--- config.mk ---
export PLATFORM = sky130hd
export DESIGN_NAME = byte_serializer
export DESIGN_NICKNAME = d
export VERILOG_FILES = /design/src/rtl/ser_pkg.sv /design/src/rtl/ser_bit_cnt.sv /design/src/rtl/byte_serializer.sv
export SDC_FILE = /design/constraint.sdc
export NUM_CORES = 1
export LEC_CHECK = 0
export ABC_CLOCK_PERIOD_IN_PS = 4700
export BUFFER_PORTS_ARGS = -buffer_cell sky130_fd_sc_hd__buf_2
export CORE_UTILIZATION = 28
export CTS_BUF_LIST = sky130_fd_sc_hd__clkbuf_4 sky130_fd_sc_hd__clkbuf_8
export DETAILED_ROUTE_END_ITERATION = 8
export GPL_ROUTABILITY_DRIVEN = 0
export HOLD_SLACK_MARGIN = 0.02
export PLACE_DENSITY = 0.55
export SYNTH_ARGS = -nofsm -noshare
export SYNTH_HDL_FRONTEND = slang
export SYNTH_SLANG_ARGS = --single-unit
--- constraint.sdc ---
create_clock -name clk -period 4.7 [get_ports clk]
set_clock_uncertainty 0.05 [all_clocks]
set_input_delay 0.235 -clock clk [delete_from_list [all_inputs] [get_ports clk]]
set_output_delay 0.235 -clock clk [all_outputs]
set_load 0.02 [all_outputs]
--- src/rtl/ser_pkg.sv ---
// ser_pkg: shared width, FSM state encoding and byte type for the byte serializer
package ser_pkg;
  localparam int DATA_W_DEF = 8;
  typedef enum logic [1:0] {
    IDLE   = 2'd0,
    SHIFT  = 2'd1,
    PARITY = 2'd2
  } ser_state_t;
  typedef logic [7:0] byte_t;
endpackage

--- src/rtl/ser_bit_cnt.sv ---
// ser_bit_cnt: 3-bit index of the frame bit on ser_out, with terminal flag at bit 7
// Ports: clk, reset (async, active-high), clr (frame load), inc (advance), cnt, last (cnt==7)
module ser_bit_cnt (
  input  logic       clk,
  input  logic       reset,
  input  logic       clr,
  input  logic       inc,
  output logic [2:0] cnt,
  output logic       last
);
  always_ff @(posedge clk or posedge reset)
    if (reset) cnt <= '0;
    else if (clr) cnt <= '0;
    else if (inc) cnt <= cnt + 3'd1;
  assign last = cnt == 3'd7;
endmodule

--- src/rtl/byte_serializer.sv ---
// byte_serializer: one-entry buffered parallel-to-serial converter, LSB first, optional even parity
// Ports: clk, reset (async, active-high), data_in/in_valid/in_ready (upstream handshake),
//        ser_out/ser_valid/frame_start (registered serial stream), busy (FSM active or buffer full)
// Define SER_PARITY_EN to append an even-parity bit, making frames 9 cycles long.
module byte_serializer
  import ser_pkg::*;
#(
  parameter int DATA_W = DATA_W_DEF
) (
  input  logic              clk,
  input  logic              reset,
  input  logic [DATA_W-1:0] data_in,
  input  logic              in_valid,
  output logic              in_ready,
  output logic              ser_out,
  output logic              ser_valid,
  output logic              frame_start,
  output logic              busy
);
  ser_state_t state, nstate;
  logic [DATA_W-1:0] hold, sh;
  logic hold_full, load, inc, par_bit, last, n_out, n_valid, n_fs;
  logic [2:0] cnt, nxt;
  ser_bit_cnt u_cnt (
    .clk(clk),
    .reset(reset),
    .clr(load),
    .inc(inc),
    .cnt(cnt),
    .last(last)
  );
  assign nxt = cnt + 3'd1;
  assign in_ready = !hold_full;
  assign busy = (state != IDLE) || hold_full;
  always_ff @(posedge clk or posedge reset)
    if (reset) state <= IDLE;
    else state <= nstate;
  // Outputs are precomputed here so ser_out/ser_valid/frame_start leave a flop;
  // sh keeps the whole byte, indexed by the next bit position (also feeds parity).
  always_comb begin
    nstate = state;
    load = 1'b0;
    inc = 1'b0;
    par_bit = 1'b0;
    case (state)
      SHIFT: begin
        inc = !last;
`ifdef SER_PARITY_EN
        par_bit = last;
        nstate = last ? PARITY : SHIFT;
`else
        load = last && hold_full;
        nstate = (last && !hold_full) ? IDLE : SHIFT;
`endif
      end
      default: begin
        load = hold_full;
        nstate = hold_full ? SHIFT : IDLE;
      end
    endcase
    n_valid = load || inc || par_bit;
    n_fs = load;
    n_out = load ? hold[0] : inc ? sh[nxt] : par_bit ? ^sh : 1'b0;
  end
  // A load only happens with hold_full set, so in_ready is low and no accept can collide.
  always_ff @(posedge clk or posedge reset)
    if (reset) begin
      hold_full <= 1'b0;
      hold <= '0;
      sh <= '0;
      ser_out <= 1'b0;
      ser_valid <= 1'b0;
      frame_start <= 1'b0;
    end else begin
      if (load) hold_full <= 1'b0;
      else if (in_valid && !hold_full) begin
        hold_full <= 1'b1;
        hold <= data_in;
      end
      if (load) sh <= hold;
      ser_out <= n_out;
      ser_valid <= n_valid;
      frame_start <= n_fs;
    end
endmodule

==> out/results.ini <==
[worst_setup_path]
cp_slowest_stage_delay_ns = 0.52
required_ns = 4.80
crit_fanout = 15
reg2reg_depth = 5
path_delay_family = simple AND/OR/NAND/NOR gates
end_kind = flop
crit_slowest_cell = and2_1
path_cells = ha_1, ha_1, nand2b_1, and2_1, mux2_2
startpoint = u_cnt.cnt[0]$_DFFE_PP0P_
startpoint_type = flop
reg2reg_slack_ns = 2.69
path_buf_inv = 0
r2r-start = u_cnt.cnt[0]$_DFFE_PP0P_
crit_top_cell = ha_1
cp_num_cells = 5
crit_type = reg2reg
crit_arrival_ns = 2.11

[drt]
drt_wl_total_um = 1530
routedWlPerCell_um = 11.5
vias = 586
ant_nets = 0
drc = 0
drt_iter0_drc = 27
vias_per_cell = 4.41
drt_pass1_iterations = 4

[power]
peakVddDrop_mv = 0.169
leakagePower_nw = 0.555
powerDensity_nw_per_um2 = 708

[finish]
antenna_cells = 0
syn2layout_area_growth_pct = 16.7
fin_nets = 102
fin_util_pct = 35.0
instances_no_fill = 133
final_cell_area_um2 = 1200
drive_gt1_share_pct = 44.8

[timing]
worst_pin_slew_ns = 0.897
timing.hold.ws_ns = 0.0995
fmax_mhz = 497
hold_viol_final = 0
slew_headroom_pct = 40.2
rsz0062_at_grt = false
final_max_slew_viol_count = 0
fin_setup_tns_ns = 0
setup_viol = 0
period_minus_slack_ns = 2.01
finalCritPeriodShare_pct = 42.8

[logic_synthesis]
yosysTopAreaCell = dfrtp_1
synth_top_area_share_pct = 58.3
ys_seq_area_share_pct = 58.3
avgSynthCellArea_um2 = 14.3
synth_cells = 72
synthesis.area_um2 = 1030
synthesis.yosys.warnings = 0
synth_cell_types = 20
yosys_register_bits = 24
synth_fp_nets = 86
synth_area_leaders = dfrtp_1 (58%), mux2_2 (17%), ha_1 (3.6%), mux2i_1 (2.9%), buf_6 (2.2%)

[clock_network]
cts_buffers = 3
root_buffer = clkbuf_8
hold_buffers = 0
insertion_delay_ns = 0.26
clk_pin_slew_ns = 0.09
cts_setup_buffers = 0
cts_sinks = 24
cts_resized = 0
htree_levels = 1
tritoncts = built
cts.path.max_buffers = 2

[outcome]
status = finished clean

[die]
die_h_um = 62.7
design.core.area_um2 = 3440
die_area_um2 = 3930
die_width_um = 62.7
rows = 21
design.portCount = 16
start_util_pct = 30.0

[global_route]
grtUsageTotal_pct = 8.98
grt_pass1_wl_um = 2650
grt_max_degree = 25
use_met1_pct = 11.4
use_met2_pct = 13.7
overflow = 0
top_usage_layer = met2
antenna_found_initial = 0
grt_util_met3_pct = 1.82
grt_pass1_vias = 584

[place]
io_buffers = 15
dpl_cell_area_um2 = 1130
dp_hpwl_um = 1080
place_inst = 129

[min_path]
hold_class = in2async

[run]
cap_violations = 0

-- worst register-to-register path, cell delays in order, from the launching register on --
cell      delay [ns]
dfrtp_1         0.45
ha_1            0.20
ha_1            0.16
nand2b_1        0.12
and2_1          0.52
mux2_2          0.41
-- final timing paths --
check / to
max: sh[4]$_DFFE_PP0P_
min: hold[1]$_DFFE_PP0P_
max reg2reg: sh[4]$_DFFE_PP0P_
min reg2reg: hold[4]$_DFFE_PP0P_
max in group asynchronous: sh[4]$_DFFE_PP0P_
min in group clk: hold_full$_DFFE_PP0P_
-- layout by cell type (no fill, tap or decap), drive strengths merged --
cell type	count
a32o	1
and2	1
buf	15
bufinv	1
clkbuf	3
dfrtp	24
ha	3
inv	2
mux2	17
mux2i	3
mux4	1
nand2	2
nand2b	2
nand3b	1
nor2	5
nor2b	2
o311a	1
or2	2
xnor2	1
-- where the power goes --
part | switching [mW] | leakage (nW) | internal (mW)
Combinational | 0.131 | 0.237 | 0.184
Sequential | 0.0529 | 0.282 | 0.306
Clock | 0.0639 | 0.0357 | 0.114
Total | 0.248 | 0.555 | 0.604
-- cells by family (layout without fill, tap and decap cells) --
group / count (synthesis) / after routing / share of synthesized area (%)
multiplexers: 21 / 21 / 24.0
flip-flops: 24 / 24 / 58.3
AO/OA/AOI/OAI: 2 / 2 / 1.94
XOR/XNOR: 1 / 1 / 0.850
buffers and inverters: 6 / 21 / 3.76
adder cells (fa/ha/maj): 3 / 3 / 3.64
AND/OR/NAND/NOR: 15 / 15 / 7.52
-- synthesized netlist by cell type --
library cell / count
and2_1: 1
mux2_2: 16
nand2b_1: 2
mux4_2: 1
buf_2: 1
a32o_1: 1
buf_6: 2
nor2b_1: 2
dfrtp_1: 24
xnor2_1: 1
nor2_1: 5
nand2_1: 2
mux2i_1: 3
nand3b_1: 1
mux2_4: 1
clkbuf_1: 1
inv_1: 2
ha_1: 3
or2_2: 2
o311a_1: 1
-- registers in the layout (all words and copies together), names as in the netlist --
signal	flops
state	1
hold_full	1
hold	8
ser_out	1
frame_start	1
sh	8
u_cnt.cnt	3
ser_valid	1
-- per-layer routing --
metal / vias to the layer above / part of all wire, %
met5: - / 0
met2: 13 / 46
met3: 2 / 3.4
met1: 298 / 49
li1: 273 / -
met4: 0 / 1.8
-- stage by stage --
stage	setup slack, ns	power (mW)
final	2.69	0.852
after global routing	2.56	0.920
after CTS	2.67	0.864
after detailed placement	2.69	0.685
after global placement	2.73	0.678
after floorplan	2.88	0.631
-- final cells by class --
| class | instances | area (µm²) |
|---|---|---|
| well taps | 46 | 57.6 |
| repair buffers | 15 | 75.1 |
| clock inverters | 1 | 30.0 |
| flip-flops and latches | 24 | 601 |
| clock buffers | 3 | 41.3 |
| fillers | 349 | 2240 |
| multi-input cells | 42 | 392 |
| inverters | 2 | 7.51 |
Power figures use the tool's default switching activity.
